`src/rtl/bp_counter_table_ctrl.sv`:
```
// -----------------------------------------------------------------------------
// bp_counter_table_ctrl
//
// Controller for a table of 2-bit saturating branch-direction counters
// (SN=00, WN=01, WT=10, ST=11; predicted taken = counter[1]).
//
// The block does three jobs:
//   * initialises the whole table by walking every entry after reset or on a
//     clear request,
//   * serves fetch-side lookups with one cycle of latency,
//   * applies retire-side updates and resolves same-index hazards between a
//     lookup and an update in the same cycle (write-first bypass).
//
// Build option:
//   BP_STATS_EN  When defined, adds saturating 16-bit counters for accepted
//                updates and accepted mispredicts. When undefined, the stat
//                ports are tied to zero and no counter flops exist.
//
// Ports:
//   clock           system clock, rising edge
//   reset           asynchronous, active-low reset
//   clear_req       re-initialise the whole table (restarts an active walk)
//   busy            initialisation walk in progress
//   pred_valid_in   lookup request
//   pred_pc         PC of the branch being looked up
//   pred_ready      lookup accepted this cycle (== !busy)
//   pred_valid_out  prediction valid, one cycle after acceptance
//   pred_taken      predicted direction
//   pred_state      counter value behind the prediction
//   upd_valid       retire update request (no backpressure)
//   upd_pc          PC of the retired branch
//   upd_taken       resolved direction
//   upd_mispred     retired branch was mispredicted (statistics only)
//   stat_updates    accepted update count
//   stat_mispred    accepted mispredict count
// -----------------------------------------------------------------------------

`timescale 1ns / 1ps

module bp_counter_table_ctrl #(
  parameter int unsigned NUM_ENTRIES = 64,
  parameter int unsigned PC_WIDTH    = 32,
  parameter logic [1:0]  INIT_STATE  = 2'b01
) (
  input  logic                clock,
  input  logic                reset,
  input  logic                clear_req,
  output logic                busy,
  input  logic                pred_valid_in,
  input  logic [PC_WIDTH-1:0] pred_pc,
  output logic                pred_ready,
  output logic                pred_valid_out,
  output logic                pred_taken,
  output logic [1:0]          pred_state,
  input  logic                upd_valid,
  input  logic [PC_WIDTH-1:0] upd_pc,
  input  logic                upd_taken,
  input  logic                upd_mispred,
  output logic [15:0]         stat_updates,
  output logic [15:0]         stat_mispred
);

  localparam int unsigned IDX_W = $clog2(NUM_ENTRIES);
  localparam logic [IDX_W-1:0] LAST_IDX = IDX_W'(NUM_ENTRIES - 1);

  typedef enum logic [0:0] {
    StInit,
    StReady
  } state_e;

  // ---------------------------------------------------------------------------
  // Counter transition: saturating increment on taken, decrement on not taken.
  // ---------------------------------------------------------------------------
  function automatic logic [1:0] next_ctr(input logic [1:0] cur, input logic taken);
    logic [1:0] nxt;
    if (taken) begin
      nxt = (cur == 2'b11) ? 2'b11 : cur + 2'b01;
    end else begin
      nxt = (cur == 2'b00) ? 2'b00 : cur - 2'b01;
    end
    return nxt;
  endfunction

  // ---------------------------------------------------------------------------
  // Signals
  // ---------------------------------------------------------------------------
  state_e           state_q, state_d;
  logic [IDX_W-1:0] walk_ptr_q, walk_ptr_d;

  logic [1:0]       table_q [NUM_ENTRIES];

  logic [IDX_W-1:0] pred_idx;
  logic [IDX_W-1:0] upd_idx;
  logic [1:0]       upd_cur;
  logic [1:0]       upd_next;
  logic [1:0]       pred_rdata;
  logic             pred_accept;
  logic             upd_accept;

  logic             tbl_we;
  logic [IDX_W-1:0] tbl_waddr;
  logic [1:0]       tbl_wdata;

  logic             pred_valid_q;
  logic [1:0]       pred_state_q;

  // Word-aligned PCs: the two low bits never select an entry, and bits above
  // the index are aliased away.
  assign pred_idx = pred_pc[IDX_W+1:2];
  assign upd_idx  = upd_pc[IDX_W+1:2];

  logic unused_pc_bits;
  assign unused_pc_bits = ^{pred_pc, upd_pc};

  // ---------------------------------------------------------------------------
  // FSM: state register
  // ---------------------------------------------------------------------------
  always_ff @(posedge clock or negedge reset) begin
    if (!reset) begin
      state_q    <= StInit;
      walk_ptr_q <= '0;
    end else begin
      state_q    <= state_d;
      walk_ptr_q <= walk_ptr_d;
    end
  end

  // ---------------------------------------------------------------------------
  // FSM: next state
  // ---------------------------------------------------------------------------
  always_comb begin
    state_d    = state_q;
    walk_ptr_d = walk_ptr_q;
    unique case (state_q)
      StInit: begin
        if (clear_req) begin
          // Restart the walk from the bottom; entries already written are
          // simply rewritten.
          walk_ptr_d = '0;
        end else if (walk_ptr_q == LAST_IDX) begin
          state_d    = StReady;
          walk_ptr_d = '0;
        end else begin
          walk_ptr_d = walk_ptr_q + IDX_W'(1);
        end
      end
      StReady: begin
        if (clear_req) begin
          state_d    = StInit;
          walk_ptr_d = '0;
        end
      end
      default: begin
        state_d    = StInit;
        walk_ptr_d = '0;
      end
    endcase
  end

  // ---------------------------------------------------------------------------
  // FSM: outputs and table write port
  // ---------------------------------------------------------------------------
  assign upd_cur  = table_q[upd_idx];
  assign upd_next = next_ctr(upd_cur, upd_taken);

  always_comb begin
    busy       = 1'b1;
    pred_ready = 1'b0;
    upd_accept = 1'b0;
    tbl_we     = 1'b0;
    tbl_waddr  = walk_ptr_q;
    tbl_wdata  = INIT_STATE;
    unique case (state_q)
      StInit: begin
        // Updates are dropped while the table is being (re)initialised.
        tbl_we = 1'b1;
      end
      StReady: begin
        busy       = 1'b0;
        pred_ready = 1'b1;
        // A clear in the same cycle wins over the update.
        upd_accept = upd_valid && !clear_req;
        tbl_we     = upd_accept;
        tbl_waddr  = upd_idx;
        tbl_wdata  = upd_next;
      end
      default: ;
    endcase
  end

  // ---------------------------------------------------------------------------
  // Counter storage. Deliberately not reset: only the walk defines contents.
  // ---------------------------------------------------------------------------
  always_ff @(posedge clock) begin
    if (tbl_we) begin
      table_q[tbl_waddr] <= tbl_wdata;
    end
  end

  // ---------------------------------------------------------------------------
  // Lookup path with write-first bypass for a same-index update.
  // ---------------------------------------------------------------------------
  assign pred_accept = pred_valid_in && pred_ready;
  assign pred_rdata  = (upd_accept && (upd_idx == pred_idx)) ? upd_next : table_q[pred_idx];

  always_ff @(posedge clock or negedge reset) begin
    if (!reset) begin
      pred_valid_q <= 1'b0;
      pred_state_q <= 2'b00;
    end else begin
      pred_valid_q <= pred_accept;
      if (pred_accept) begin
        pred_state_q <= pred_rdata;
      end
    end
  end

  assign pred_valid_out = pred_valid_q;
  assign pred_state     = pred_state_q;
  assign pred_taken     = pred_state_q[1];

  // ---------------------------------------------------------------------------
  // Optional statistics
  // ---------------------------------------------------------------------------
`ifdef BP_STATS_EN
  logic [15:0] stat_updates_q;
  logic [15:0] stat_mispred_q;

  always_ff @(posedge clock or negedge reset) begin
    if (!reset) begin
      stat_updates_q <= '0;
      stat_mispred_q <= '0;
    end else if (clear_req) begin
      stat_updates_q <= '0;
      stat_mispred_q <= '0;
    end else if (upd_accept) begin
      if (stat_updates_q != 16'hFFFF) begin
        stat_updates_q <= stat_updates_q + 16'd1;
      end
      if (upd_mispred && (stat_mispred_q != 16'hFFFF)) begin
        stat_mispred_q <= stat_mispred_q + 16'd1;
      end
    end
  end

  assign stat_updates = stat_updates_q;
  assign stat_mispred = stat_mispred_q;
`else
  logic unused_mispred;
  assign unused_mispred = upd_mispred;

  assign stat_updates = 16'd0;
  assign stat_mispred = 16'd0;
`endif

endmodule

```
`config.mk`:
```
export PLATFORM = sky130hd
export DESIGN_NAME = bp_counter_table_ctrl
export DESIGN_NICKNAME = d
export VERILOG_FILES = /design/src/rtl/bp_counter_table_ctrl.sv
export SDC_FILE = /design/constraint.sdc
export NUM_CORES = 1
export LEC_CHECK = 0
export CORE_AREA = 2 2 132 134
export DETAILED_ROUTE_END_ITERATION = 10
export DIE_AREA = 0 0 134 136
export PLACE_DENSITY_LB_ADDON = 0.2
export SLEW_MARGIN = 20
export SYNTH_ARGS = -nofsm -noshare
export SYNTH_HDL_FRONTEND = slang
export SYNTH_SLANG_ARGS = --single-unit
```
`constraint.sdc`:
```
create_clock -name clock -period 5.4 [get_ports clock]
set_input_delay 1.08 -clock clock [delete_from_list [all_inputs] [get_ports clock]]
set_output_delay 1.08 -clock clock [all_outputs]
set_load 0.05 [all_outputs]
```
# Yosys cells after proc, flatten, opt, wreduce, memory -nomap -nowiden
# Memory sizes are Yosys's and may differ from the RTL's. A register that Yosys moved wholly into a read port is not among the register bits.
# Cells that the tools add are included.
# classes
add_sub_neg,3
eq_ne,3
mux,18
bitwise_logic,1
n_reduce_logical,5
# ops
cell,n
2-to-1 mux 6 bit,4
one-hot mux 6 bit (2 select lines),1
2-to-1 mux 2 bit,4
2-to-1 mux 1 bit,7
adder 6 x 1 -> 6 bit (second input constant),1
== test 6 bit (second input constant),1
one-hot mux 1 bit (2 select lines),2
adder 2 x 1 -> 2 bit (second input constant),1
== test 2 bit (second input constant),1
logical AND 1 bit,2
zero test 1 bit,2
zero test 2 bit,1
!= test 2 bit (second input constant),1
subtractor 2 x 1 -> 2 bit (second input constant),1
inverter 1 bit,1
# word_totals
reg_bits,8
mem_bits_rw,128
input_bits,71
wordCells,34
memories,1
# mem_list
memory,words,word_bits,rd,rd_ports_with_merged_regs,wr,line,text
table_q,64,2,2,1,1,90,logic [1:0] table_q [NUM_ENTRIES];

# Longest topological paths before layout
# Gate-level depths: netlist of run 1.
# logic_depth
word_depth,5
depth_mapped,10

# Worst setup path before layout of run 1
# No wires, ideal clock.
# synth_path
path_kind,input -> register
from,input port upd_pc[2]
to,memory table_q[0][1] (data pin)
setup_time_ns,0.500
arrival_time_ns,4.220
required_ns,4.900
slack_ns,0.680
cell_stages,8
cell_sequence,buf_6 mux4_1 and3b_1 a311oi_2 o211ai_1 a22o_1 maj3_1 nor2_1
# synth_via
elab_chain_len,5
word_cells_on_any_way,9
classes_between,add/sub (2); eq/ne (1); mux (4); reduce/logical (1); memory (1)
# synth_lines
element,line,text
"start, declared",56,"input logic [PC_WIDTH-1:0] upd_pc,"
memory (64 x 2 bit) (*),-,
"subtractor 2 x 1 -> 2 bit, or another cell as far along",79,nxt = (cur == 2'b00) ? 2'b00 : cur - 2'b01;
2-to-1 mux 2 bit (on tied branches),"79, 77",
2-to-1 mux 2 bit (*),76,if (taken) begin
2-to-1 mux 2 bit (*),173,unique case (state_q)
net tbl_wdata[1],102,logic [1:0] tbl_wdata;
"end, declared",90,
# Mark *: on every way through the listed nets, which the timed path passes. The rest lies on a longest branch.

# Worst setup path after layout of run 1
# layout_path
from,input port upd_pc[2]
to,memory table_q[44][0] (data pin)
# The elaborated chain is that of the path after synthesis.

==> qor.txt, run 1 <==
final non-filler cell area - 8370 um^2
antenna violations before repair - 0
via count of the first global-routing pass - 4702
tightest slew margin relative to the limit - 34.5%
count of non-filler cells in the finished layout - 785
cell area after technology mapping - 7430 um^2
number of cells on the worst reg-to-reg path - 8
fmax - 248 MHz
number of max-cap violations - 0
number of remaining DRC errors - 0
global placement routability congestion - 0.839
Gate Count Post-Synth - 527
Hold Crit Start - pred_state[0]
PD cells - 320 nW/um^2
hold_buf cts - 0
Setup violations, final - 0
leading cell types in the layout, fill and taps excluded - 128 x edfxtp_1, 82 x nor2_1, 48 x mux4_2, 41 x nand2_1, 32 x conb_1
maximum fanout along the worst path - 44
distinct cell type count after synthesis - 56
post-DR vias/cell - 5.99
area added between synthesis and finish - 12.6%
count of nets after finishing - 620
nature of the critical path startpoint - input pin
Final Critical Period - 4.04 ns
worst hold endpoint - pred_state[0]
number of placed cells counting well taps - 754
Hold Vio Cnt, Final - 0
cell leakage power - 2.89 nW
CTS resizes - 0
fin. max-slew vios - 0
flip-flop cell with the highest count after synthesis - edfxtp_1
wire length of the first global-routing pass - 28000 um
final total negative setup slack - 0 ns
GRT Overall Usage - 21.2%
routed len/inst - 23.1 um
horizontal die dimension - 134 um
Setup CP Type - input pin to register
starting density of the core - 44.0%
synth warn - 0
EDFF count, synth - 128
maximum root-to-sink buffer count - 2
leading cell type in the layout, fill and taps excluded - edfxtp_1
Storage cell area - 4090 um^2
Placement Cell Area - 7740 um^2
part of the Yosys area used for sequential elements - 55.1%
PnR Total Power - 2.68 mW
Post-Syn Area per Cell - 14.1 um^2
Detail Route Antenna Nets - 0
largest net degree at the start of global routing - 45
sink count of the clock tree - 138
via count of the routed design - 4706
total iterations of the first detailed-routing run - 5
final wirelength - 18200 um
R2R Path End - table_q[44][0]
internal reg-to-reg setup slack - 2.60 ns
CTS tree - done
flip-flop and latch count after synthesis - 138
category of the worst setup path capture point - register
clock transition time at the flip-flop clock pins of the worst setup and hold paths - 0.06 ns
share of async-settable or async-resettable flops after synthesis - 7.25%
reg2reg start - table_q[16][0]
number of cells on the worst hold path - 3
setup repair bufs after CTS - 0
height of the die - 136 um
Core Region - 16900 um^2
worst voltage drop across the vdd grid - 0.187 mV
result of the run - completed
aggregate global routing overflow - 0
setup clock skew after layout - 0.00840 ns
Required @ worst endpoint - 5.57 ns
Total Die Area - 18200 um^2
ports placed on the boundary - 109
arrival time at the worst endpoint - 4.20 ns
fill cell total of the finished layout - 1441
Antenna Cells - 0
number of clock buffers inserted by TritonCTS - 17
worst hold path class - register to register
RSZ-0062 raised after global routing - false
Core Rows - 48
clock root buffer - clkbuf_16
latest clock arrival within the worst-skew pair - 0.42 ns
fraction of final layout cells with drive strength greater than 1 - 17.5%
fraction of the cycle the final worst path needs - 74.8%
DP HPWL - 12500 um
maximum level of the CTS H-tree - 4
area of combinational cells with multiple inputs - 3030 um^2
slew at the pin closest to its max-slew limit - 0.983 ns
Detailed Route Iter0 Violations - 623
IO buf count - 23
## power breakdown
group | switching [mW] | total (mW) | internal [mW] | leakage (nW)
registers | 0.00809 | 1.17 | 1.16 | 1.36
clock network | 0.433 | 1.24 | 0.811 | 0.309
logic | 0.176 | 0.267 | 0.0917 | 1.21
## routing by layer
| metal | wire, um | GRT usage (%) |
|---|---|---|
| met1 | 7620 | 28.6 |
| met2 | 8640 | 34.5 |
| met3 | 1510 | 4.21 |
| met4 | 388 | 7.27 |
| met5 | 0 | 0 |
## flip-flops by register name, indices dropped and copies added, names as in the netlist
name and flops:
table_q 128, walk_ptr_q 6, pred_state 2, pred_valid_out 1, state_q 1
## worst max path at each step
stage / to / startpoint / slack, ns / cells after the start
floorplan: table_q[0][1] / upd_pc[2] / 0.68 / 8
global placement: table_q[18][0] / upd_pc[2] / 0.95 / 10
detailed placement: table_q[16][0] / upd_pc[2] / 0.87 / 10
CTS: table_q[27][0] / upd_pc[2] / 1.32 / 10
global route: table_q[44][0] / upd_pc[2] / 1.14 / 10
finish: table_q[44][0] / upd_pc[2] / 1.36 / 10
## cells in the mapped netlist (7+ instances only)
library cell	count	area, um^2
a21oi_1	8	40.0
buf_4	33	248
nand4_1	8	50.1
mux4_1	14	368
nor2_1	83	312
mux2i_1	18	180
nand2_1	41	154
mux4_2	48	1080
nor2b_1	10	62.6
nand3_1	16	80.1
buf_2	12	60.1
a22oi_1	10	75.1
dfrtp_1	10	250
clkbuf_1	9	33.8
xnor2_1	7	61.3
edfxtp_1	128	3840
## cells by family (layout without fill, tap and decap cells)
group                    count (synthesis)  after routing  synth area share (%)
AND/OR/NAND/NOR                        174            174                  10.3
flip-flops                             138            138                  55.1
multiplexers                            82             82                  22.2
buffers and inverters                   69             71                  5.88
AO/OA/AOI/OAI                           51             51                  5.00
XOR/XNOR                                 9              9                  1.06
adder cells (fa/ha/maj)                  3              3                 0.455
other                                    1             32                0.0505
## area by class of cell
cell class	count	share of cell area, %
timing repair buffer	34	3.77
tap	225	3.36
multi-input combinational	351	36.2
sequential	138	48.9
clock inverter	14	2.42
inverter	6	0.269
clock buffer	17	5.08
## critical path: stages
cell      delay [ns]
buf_2           0.70
buf_4           0.32
mux4_1          0.60
mux2i_1         0.16
a21oi_1         0.09
o211ai_1        0.24
a22oi_2         0.12
maj3_2          0.34
nand2_1         0.10
buf_4           0.40
## stage by stage
| stage | utilization, % | setup WS (ns) | hold slack (ns) |
|---|---|---|---|
| after floorplan | - | 0.680 | 0.535 |
| after global placement | 45.9 | 0.951 | 0.555 |
| after detailed placement | 45.9 | 0.875 | 0.573 |
| after CTS | 49.6 | 1.32 | 0.588 |
| after global routing | 49.6 | 1.14 | 0.638 |
| final | 49.6 | 1.36 | 0.593 |
No activity file was read; power rests on OpenSTA's default activity.
==> inputs of run 2 (changes only) <==
clock period = 3.88 ns   (was 5.4 ns; I/O delays follow)
==> run 2 against run 1 <==
Clock-buffer cell count is 1 higher. Register-to-register slack lost 1.5 ns. Die area unchanged. Final area rose by 1.8%. Flip-flop and latch count did not move. Hold slack got worse by 0.015 ns. Total power rose by 40%. Critical path depth fell by 1.
==> qor.txt, run 2 (synthesis results as in run 1) <==
IO buf count - 23 (unchanged)
starting density of the core - 44.0% (unchanged)
result of the run - completed
setup clock skew after layout - 0.00702 ns (-0.00138 ns)
fmax - 310 MHz
Setup violations, final - 0 (unchanged)
nature of the critical path startpoint - input pin
clock root buffer - clkbuf_16
global placement routability congestion - 0.883 (+5.3%)
cell leakage power - 2.95 nW (+2.0%)
maximum root-to-sink buffer count - 2 (unchanged)
aggregate global routing overflow - 0 (unchanged)
Placement Cell Area - 7880 um^2 (+1.8%)
Hold Crit Start - pred_state[0]
setup repair bufs after CTS - 0 (unchanged)
number of placed cells counting well taps - 761 (+0.93%)
final total negative setup slack - 0 ns (unchanged)
horizontal die dimension - 134 um (unchanged)
DP HPWL - 12500 um (about the same)
number of clock buffers inserted by TritonCTS - 17 (unchanged)
Biggest register - table_q
Required @ worst endpoint - 4.12 ns (-1.45 ns)
post-DR vias/cell - 5.91 (-1.4%)
fraction of the cycle the final worst path needs - 83.1%
worst voltage drop across the vdd grid - 0.287 mV (+54%)
maximum level of the CTS H-tree - 4 (unchanged)
total iterations of the first detailed-routing run - 5 (unchanged)
clock transition time at the flip-flop clock pins of the worst setup and hold paths - 0.06 ns (about the same)
RSZ-0062 raised after global routing - false
tightest slew margin relative to the limit - 51.6% (+17 points)
antenna violations before repair - 0 (unchanged)
worst hold path class - register to register
worst slack at placement - 0.252 ns (-0.622 ns)
hold slack final - 0.578 ns (-0.0153 ns)
hold_buf cts - 0 (unchanged)
Antenna Cells - 0 (unchanged)
maximum fanout along the worst path - 37 (-16%)
category of the worst setup path capture point - register
CTS resizes - 0 (unchanged)
Total Die Area - 18200 um^2 (unchanged)
number of flip-flops under the largest register name - 128 (unchanged)
slew at the pin closest to its max-slew limit - 0.706 ns (-0.277 ns)
area added between synthesis and finish - 14.6%
Detail Route Antenna Nets - 0 (unchanged)
count of non-filler cells in the finished layout - 793 (+1.0%)
leading cell types in the layout, fill and taps excluded - 128 x edfxtp_1, 82 x nor2_1, 48 x mux4_2, 41 x nand2_1, 32 x conb_1
latest clock arrival within the worst-skew pair - 0.43 ns (about the same)
largest net degree at the start of global routing - 41 (-8.9%)
wire length of the first global-routing pass - 27900 um (-0.32%)
Critical path origin - upd_pc[4]
fraction of final layout cells with drive strength greater than 1 - 19.0% (+1.5 points)
routed len/inst - 23.0 um (-0.52%)
least setup slack across all paths after layout - 0.657 ns (-0.706 ns)
GRT Overall Usage - 21.3% (+0.16 points)
height of the die - 136 um (unchanged)
CTS tree - done
reg2reg start - state_q
Setup CP Type - input pin to register
sink count of the clock tree - 138 (unchanged)
count of nets after finishing - 627 (+1.1%)
Detailed Route Iter0 Violations - 490 (-21%)
final non-filler cell area - 8520 um^2 (+1.8%)
Hold Vio Cnt, Final - 0 (unchanged)
Core Region - 16900 um^2 (unchanged)
PD cells - 440 nW/um^2 (+38%)
ports placed on the boundary - 109 (unchanged)
number of max-cap violations - 0 (unchanged)
number of remaining DRC errors - 0 (unchanged)
final wirelength - 18200 um (+0.49%)
Final Critical Period - 3.22 ns
fin. max-slew vios - 0 (unchanged)
internal reg-to-reg setup slack - 1.12 ns (-1.48 ns)
Core Rows - 48 (unchanged)
arrival time at the worst endpoint - 3.47 ns (-0.73 ns)
via count of the first global-routing pass - 4771 (+1.5%)
via count of the routed design - 4687 (-0.40%)
leading cell type in the layout, fill and taps excluded - edfxtp_1
run 2: cell types whose count changed in the layout (fill, tap and decap cells not counted), sizes merged:
cell      before  now
buf           13   20
bufinv         5    4
clkbuf        17   18
clkinv         9    4
clkinvlp       0    2
inv            6   10
run 2: metal layers:
metal  GRT usage (%)  wire length (um)  vias up  share of wire, %
met5               0                 0        -                 0
met4            7.92               454        0               2.5
met1            26.8              7390     2378                40
met2            35.6              9010      213                49
li1                -                 -     2061                 -
met3            5.78              1390       35               7.6
run 2: final timing paths:
path | to | depth (start not counted)
max reg2reg | pred_state[1] | 6
max in group asynchronous | pred_state[0] | 1
min reg2reg | pred_state[0] | 3
min | pred_state[0] | 3
max | table_q[33][0] | 9
min in group asynchronous | walk_ptr_q[5] | 1
run 2: cell type report:
cell class / instances / area (um^2)
multi-input combinational: 351 / 3030
fill: 1444 / 8360
clock buffer: 18 / 429
timing repair buffer: 41 / 455
tap: 225 / 282
clock inverter: 14 / 210
inverter: 6 / 22.5
sequential: 138 / 4090
run 2: critical path: stages:
cell and delay [ns]:
clkdlybuf4s50_1 0.51, buf_12 0.24, mux4_1 0.37, mux4_2 0.53, nor2_2 0.16, a22oi_2 0.07
maj3_2 0.35, nand2_1 0.16, buf_4 0.28
run 2: power by group:
group	switching [mW]	internal (mW)	total, mW
sequential	0.0113	1.61	1.62
combinational	0.250	0.136	0.386
clock	0.649	1.09	1.74
run 2: through the flow:
stage / total power, mW / utilization, %
after detailed placement: 2.04 / 46.7
after CTS: 3.78 / 50.5
final: 3.75 / 50.5
after global routing: 3.87 / 50.5
after floorplan: 1.96 / -
after global placement: 2.04 / 46.7
==> inputs of run 3 (changes only) <==
clock period = 2.9 ns   (was 3.88 ns; I/O delays follow)
==> run 3 against run 2 <==
Critical path depth grew 1. Clock power grew 32%. Combinational power grew 50%. Clock-buffer cell count is the same. Sequential share of layout area shrank 2.6 points. Critical endpoint is now table_q[26][1]. Largest cell class unchanged.
==> qor.txt, run 3 (synthesis results as in run 1) <==
Final Critical Period - 2.74 ns
via count of the routed design - 4971 (+6.1%)
clock transition time at the flip-flop clock pins of the worst setup and hold paths - 0.06 ns (about the same)
largest net degree at the start of global routing - 35 (-15%)
hold slack final - 0.479 ns (-0.0996 ns)
height of the die - 136 um (unchanged)
cell leakage power - 3.27 nW (+11%)
Worst path max stage delay - 0.65 ns (+0.12 ns)
GRT Overall Usage - 22.0% (+0.71 points)
fmax - 365 MHz
tightest slew margin relative to the limit - 59.1% (+7.5 points)
routed len/inst - 23.0 um (about the same)
switching power share of the total - 24.1% (-0.18 points)
global placement routability congestion - 0.877 (-0.77%)
Antenna Cells - 0 (unchanged)
cell breakdown of the critical path - clkdlybuf4s50_1, nor2_1, and3b_1, a311oi_2, o211ai_1, a22o_1, maj3_2, nor2_4, buf_12, clkbuf_16
Total Die Area - 18200 um^2 (unchanged)
final core area utilization - 53.4% (+2.9 points)
result of the run - completed
via count of the first global-routing pass - 4777 (+0.13%)
slew at the pin closest to its max-slew limit - 0.613 ns (-0.0929 ns)
switching component of the power - 1.22 mW (+34%)
leading cell type in the layout, fill and taps excluded - edfxtp_1
Flop pwr share - 43.1% (-0.2 points)
final wirelength - 19500 um (+7.1%)
starting density of the core - 44.0% (unchanged)
Detail Route Antenna Nets - 0 (unchanged)
Detailed Route Iter0 Violations - 564 (+15%)
Biggest register - table_q
DP HPWL - 13800 um (+11%)
PD cells - 560 nW/um^2 (+27%)
setup clock skew after layout - 0.0155 ns (+0.00843 ns)
maximum root-to-sink buffer count - 2 (unchanged)
number of remaining DRC errors - 0 (unchanged)
fin. max-slew vios - 0 (unchanged)
internal reg-to-reg setup slack - 0.31 ns (-0.81 ns)
cell internal pwr - 3.83 mW (+35%)
reg2reg start - table_q[49][0]
area added between synthesis and finish - 21.2%
clock root buffer - clkbuf_16
number of cells on the worst reg-to-reg path - 8 (+2)
nature of the critical path startpoint - input pin
Combinational Power Share - 11.5% (+1.2 points)
total iterations of the first detailed-routing run - 5 (unchanged)
Required @ worst endpoint - 3.19 ns (-0.93 ns)
maximum level of the CTS H-tree - 4 (unchanged)
post-DR vias/cell - 5.85 (-1.1%)
ports placed on the boundary - 109 (unchanged)
CTS tree - done
Clock power frac - 45.5% (-0.9 points)
Setup CP Type - input pin to register
Setup violations, final - 0 (unchanged)
horizontal die dimension - 134 um (unchanged)
RSZ-0062 raised after global routing - false
Hold Vio Cnt, Final - 0 (unchanged)
fraction of the cycle the final worst path needs - 94.4%
antenna violations before repair - 0 (unchanged)
leading cell types in the layout, fill and taps excluded - 128 x edfxtp_1, 82 x nor2_1, 61 x buf_4, 48 x mux4_2, 40 x nand2_1
latest clock arrival within the worst-skew pair - 0.43 ns (about the same)
sink count of the clock tree - 138 (unchanged)
worst hold path class - input pin to async pin
arrival time at the worst endpoint - 3.02 ns (-0.45 ns)
cell at the slowest stage of the critical path - clkdlybuf4s50_1
Core Region - 16900 um^2 (unchanged)
fraction of final layout cells with drive strength greater than 1 - 26.4% (+7.4 points)
R2R Path End - table_q[26][1]
worst voltage drop across the vdd grid - 0.343 mV (+19%)
IO buf count - 23 (unchanged)
Core Rows - 48 (unchanged)
wire length of the first global-routing pass - 28900 um (+3.5%)
count of nets after finishing - 684 (+9.1%)
number of flip-flops under the largest register name - 128 (unchanged)
maximum fanout along the worst path - 16 (-57%)
number of max-cap violations - 0 (unchanged)
category of the worst setup path capture point - register
number of clock buffers inserted by TritonCTS - 17 (unchanged)
aggregate global routing overflow - 0 (unchanged)
run 3: cell count changes in the layout (fill, tap and decap cells not counted), sizes merged:
| cell | delta |
|---|---|
| inv | -2 |
| clkdlybuf4s50 | -2 |
| clkbuf | +2 |
| clkinv | +4 |
| dlymetal6s2s | +2 |
| clkinvlp | -2 |
| buf | +55 |
run 3: what timing repair did:
| action | in CTS | in global routing |
|---|---|---|
| hold buffers | 0 | 0 |
| buffers inserted | 0 | 4 |
| endpoints found under the setup margin | 32 | 128 |
| pin swaps | 1 | 2 |
| gates resized for setup | 1 | 4 |
| gates cloned | 0 | 2 |
run 3: metal layers:
layer | wire, um | up-vias | GRT usage, %
met1 | 8240 | 2489 | 30.0
li1 | - | 2171 | -
met2 | 9260 | 281 | 34.8
met3 | 1640 | 30 | 5.48
met4 | 398 | 0 | 7.74
met5 | 0 | - | 0
run 3: worst max-delay path by stage:
stage | start | to | slack, ns
5_1_grt | upd_pc[5] | table_q[26][1] | 0.06
3_5_place_dp | upd_pc[4] | table_q[43][1] | -0.47
2_1_floorplan | upd_pc[2] | table_q[0][1] | -0.09
3_3_place_gp | upd_pc[4] | table_q[18][1] | -0.45
4_1_cts | upd_pc[4] | table_q[40][0] | 0.02
6_report | upd_pc[5] | table_q[26][1] | 0.16
run 3: worst max-delay path: cells and delay by family:
family,cells,cell delay [ns]
fa+ha+maj,1,0.35
simple gates,3,0.46
buf+inv,3,0.96
compound gates,3,0.66
run 3: final cells by class:
class                      instances  area, um^2
multi-input combinational        351        3030
tap                              225         282
clock inverter                    14         194
timing repair buffer              98         956
inverter                           6        22.5
clock buffer                      18         429
sequential                       138        4090
fill                            1393        7870
run 3: metrics by stage:
step / total power [mW] / setup TNS, ns / std cells / worst slack, ns / instance area [um^2]
global route: 5.19 / 0 / 850 / 0.0588 / 9010
global placement: 2.77 / -51.50 / 812 / -0.447 / 8280
finish: 5.05 / 0 / 850 / 0.163 / 9010
detailed placement: 2.78 / -54.63 / 812 / -0.473 / 8280
floorplan: 2.63 / -5.81 / 558 / -0.0908 / 7590
CTS: 5.05 / 0 / 844 / 0.0196 / 8910
run 3: power groups by stage:
stage	logic [mW]	clock network, mW	registers [mW]
6_report	0.578	2.29	2.18
5_1_grt	0.609	2.41	2.18
3_3_place_gp	0.560	0	2.21
2_1_floorplan	0.408	0	2.22
3_5_place_dp	0.563	0	2.22
4_1_cts	0.565	2.32	2.17
==> RTL change 1: new RTL, config.mk and constraints of run 3 <==
Change the parameter `NUM_ENTRIES` from 64 to 32.
--- a/src/rtl/bp_counter_table_ctrl.sv
+++ b/src/rtl/bp_counter_table_ctrl.sv
@@ -38,7 +38,7 @@
 `timescale 1ns / 1ps
 
 module bp_counter_table_ctrl #(
-  parameter int unsigned NUM_ENTRIES = 64,
+  parameter int unsigned NUM_ENTRIES = 32,
   parameter int unsigned PC_WIDTH    = 32,
   parameter logic [1:0]  INIT_STATE  = 2'b01
 ) (
Check against the original RTL: same outputs for any inputs over 10 cycles, from zero or initial values and one cycle with reset low; that may be too few to reach the edited logic, so the function may still have changed.
==> RTL change 1 against run 3 <==
Design area decreased by 44%; routed wire length decreased by 45%; clock skew decreased by 6.0 ps; critical path type unchanged; sequential power decreased by 47%; utilization decreased by 24 points; combinational power decreased by 32%; sequential share of layout area decreased by 2.7 points; power decreased by 48%; sequential cell count decreased by 65; area after synthesis decreased by 44%; setup slack improved by 93 ps; via count decreased by 45%.
==> RTL change 1: results (changes against run 3) <==
metric	value	unit	change
area of the multi-input gates	1809	sq um	-40%
DPL Wire Length	7.757	mm	-44%
met1 usage	16.11	%	-14 points
Layout Utilization	29.77	%	-24 points
dpl cell area	4723	sq um	-43%
share of layout cells above drive strength 1	15.89	%	-11 points
worst skew pair latency	340	ps	-90 ps
met2 wire len	4.890	mm	-47%
status	finished clean		
comb_multi_in	241		-31%
Commonest cells post-synth	edfxtp_1, nor2_1, mux2i_1		
DR vias/cell	4.493		-23%
first-pass GRT wire length	16.28	mm	-44%
Logic pwr share	14.9	%	+3.4 points
Avg Cell Area, Syn	12.38	sq um	-12%
Clock Skew	9.461	ps	-5.993 ps
Placed Cells	593		-27%
Reg power frac	44.0	%	+0.9 points
vias in the first global route	2750		-42%
mux cell area share after synthesis	20.69	%	-1.5 points
sequential-to-total area share from yosys stat	51.16	%	-3.9 points
Place WS	-214.8	ps	+258.2 ps
VDD IR max	0.2562	mV	-25%
Max stage delay cell, worst path	mux4_1		
EDFF count, synth	64		-50%
routed metal-1 wire length	5.063	mm	-39%
Critical Path AT	2840	ps	-180 ps
Placer Congestion	0.7711		-12%
ys async rst share	12.33	%	+5.1 points
reg2reg path depth	7		-1
-- RTL change 1: changes by cell type after synthesis, sizes merged, moves of 4 or more --
| cell | before | now |
|---|---|---|
| buf | 54 | 46 |
| mux2i | 18 | 41 |
| nand4 | 8 | 3 |
| nor2b | 10 | 5 |
| mux4 | 62 | 17 |
| nand3 | 16 | 12 |
| nand2 | 41 | 15 |
| nor2 | 84 | 46 |
| edfxtp | 128 | 64 |
-- RTL change 1: worst paths after layout --
path | slack [ps] | from | endpoint
worst max-delay path | 260 | pred_pc[2] | pred_state[0]
worst min-delay path | 540 | reset | pred_valid_out
worst max register to register | 640 | table_q[26][0] | table_q[19][1]
worst min register to register | 550 | pred_state[0] | pred_state[0]
max in group asynchronous | 2070 | reset | walk_ptr_q[3]
min in group clock | 550 | pred_state[0] | pred_state[0]
-- RTL change 1: worst reg2reg max path: stages (launching register included) --
cell and delay [ps]:
edfxtp_1 400, mux4_2 460, mux2_2 290, nand3_1 110
nand4_1 170, o31ai_1 270, a21oi_2 110, buf_12 170
==> RTL change 2: new RTL, settings of run 3 <==
Without the edit above. Register the output `pred_ready`, with the module's reset; this adds one clock of latency there. The other outputs are not delayed to match. Comments in the files are not updated.
--- a/src/rtl/bp_counter_table_ctrl.sv
+++ b/src/rtl/bp_counter_table_ctrl.sv
@@ -68,6 +68,8 @@
     StReady
   } state_e;
 
+  logic pred_ready_d;
+
   // ---------------------------------------------------------------------------
   // Counter transition: saturating increment on taken, decrement on not taken.
   // ---------------------------------------------------------------------------
@@ -165,7 +167,7 @@
 
   always_comb begin
     busy       = 1'b1;
-    pred_ready = 1'b0;
+    pred_ready_d = 1'b0;
     upd_accept = 1'b0;
     tbl_we     = 1'b0;
     tbl_waddr  = walk_ptr_q;
@@ -177,7 +179,7 @@
       end
       StReady: begin
         busy       = 1'b0;
-        pred_ready = 1'b1;
+        pred_ready_d = 1'b1;
         // A clear in the same cycle wins over the update.
         upd_accept = upd_valid && !clear_req;
         tbl_we     = upd_accept;
@@ -200,7 +202,7 @@
   // ---------------------------------------------------------------------------
   // Lookup path with write-first bypass for a same-index update.
   // ---------------------------------------------------------------------------
-  assign pred_accept = pred_valid_in && pred_ready;
+  assign pred_accept = pred_valid_in && pred_ready_d;
   assign pred_rdata  = (upd_accept && (upd_idx == pred_idx)) ? upd_next : table_q[pred_idx];
 
   always_ff @(posedge clock or negedge reset) begin
@@ -253,5 +255,13 @@
   assign stat_mispred = 16'd0;
 `endif
 
+  always_ff @(posedge clock or negedge reset) begin
+    if (!reset) begin
+      pred_ready <= '0;
+    end else begin
+      pred_ready <= pred_ready_d;
+    end
+  end
+
 endmodule
 
Check against the original RTL: same outputs for any inputs over 10 cycles, from zero or initial values and one cycle with reset low; that may be too few to reach the edited logic, so the function may still have changed.
==> RTL change 2 against run 3 <==
Sequential cell count is 1 higher; count of clock-buffer cells in the layout is 1 lower; setup slack worse by 88 ps; area after synthesis is 0.34% higher; fmax is 3.1% lower; largest cell class unchanged; routed wire length is 0.69% lower; register-to-register slack hardly changed; design area is 0.37% lower; final cell count is 0.71% lower; power is 0.59% higher.
==> RTL change 2: results (changes against run 3) <==
metric	value	unit	change
status	finished clean		
Placed Cells	811		-0.12%
worst-path maximum fanout	24		+8
DR WL met3	917	um	-44%
Non-Clock Buffer Area Fraction	9.923	%	-0.68 points
# resized after CTS	0		-1
clock network area share	7.010	%	+0.096 points
Placer Congestion	0.8730		-0.40%
1st-iter DRT viols	549		-2.7%
final std cells w/o fill	844		-0.71%
Syn. warnings	0		unchanged
sw power	1.171	mW	-3.7%
Place WS	-425.2	ps	+47.80 ps
CTS sink cnt	139		+0.72%
sequential-to-total area share from yosys stat	55.23	%	+0.15 points
Reg2Reg Setup Slack	310	ps	about the same
worst skew pair latency	430	ps	about the same
Avg Cell Area, Syn	14.12	sq um	+0.15%
Post-Synth XOR/XNOR Area	1.057	%	-0.0036 points
Sequential cell area	4119	sq um	+0.61%
met2 wire len	9.542	mm	+3.0%
Clock Skew	8.813	ps	-6.641 ps
Net count, final	678		-0.88%
dpl cell area	8318	sq um	+0.42%
Max stage delay cell, worst path	clkdlybuf4s50_1		
Pwr Density	565.6	nW/um^2	+0.97%
ys async rst share	7.914	%	+0.67 points
Synth Area in Compound Gates	4.983	%	-0.017 points
FF-to-FF End	table_q[37][1]		
WL/cell	23.00	um	about the same
DPL Wire Length	14.04	mm	+1.7%
bufs w/o clock	91		-7.1%
DR vias/cell	5.805		-0.75%
GRT Util Overall	22.19	%	+0.14 points
Logic pwr share	11.2	%	-0.3 points
Adder-Cell Fraction of Synth Area	0.4530	%	-0.0015 points
Largest register FFs	128		unchanged
VDD IR max	0.4147	mV	+21%
reg2reg path depth	5		-3
Synth area leaders	edfxtp_1, mux4_2, mux4_1		
Critical Path AT	3100	ps	+80 ps
Filler cells	1383		-0.72%
vias in the first global route	4909		+2.8%
CP top delay family	buffers and inverters		
crit path from	upd_pc[3]		
Fmax achieved	0.3540	GHz	-3.1%
FF-to-FF Start	state_q		
first-pass GRT wire length	29.26	mm	+1.3%
routed metal-1 wire length	8.519	mm	+3.3%
Tightest Pin Transition	600.7	ps	-12.12 ps
multi-input combinational area share	33.80	%	+0.13 points
[RTL change 2: changes by cell type in the layout (fill, tap and decap cells not counted), moves of 2 or more]
cell,before,now
buf_4,61,56
buf_6,2,0
clkinv_1,3,7
inv_6,3,0
[RTL change 2: how the worst min path moves through the flow]
| stage | cells past startpoint | slack, ps | from | end |
|---|---|---|---|---|
| CTS | 1 | 490 | reset | pred_ready |
| finish | 1 | 480 | reset | pred_ready |
| global route | 1 | 520 | reset | walk_ptr_q[1] |
| floorplan | 0 | 280 | reset | pred_ready |
| global placement | 3 | 560 | pred_state[0] | pred_state[0] |
| detailed placement | 3 | 570 | pred_state[0] | pred_state[0] |
[RTL change 2: per-layer routing]
metal | global-route usage (%) | up-vias
met5 | 0 | -
met4 | 7.979 | 0
li1 | - | 2155
met2 | 36.70 | 201
met3 | 4.251 | 31
met1 | 29.48 | 2512
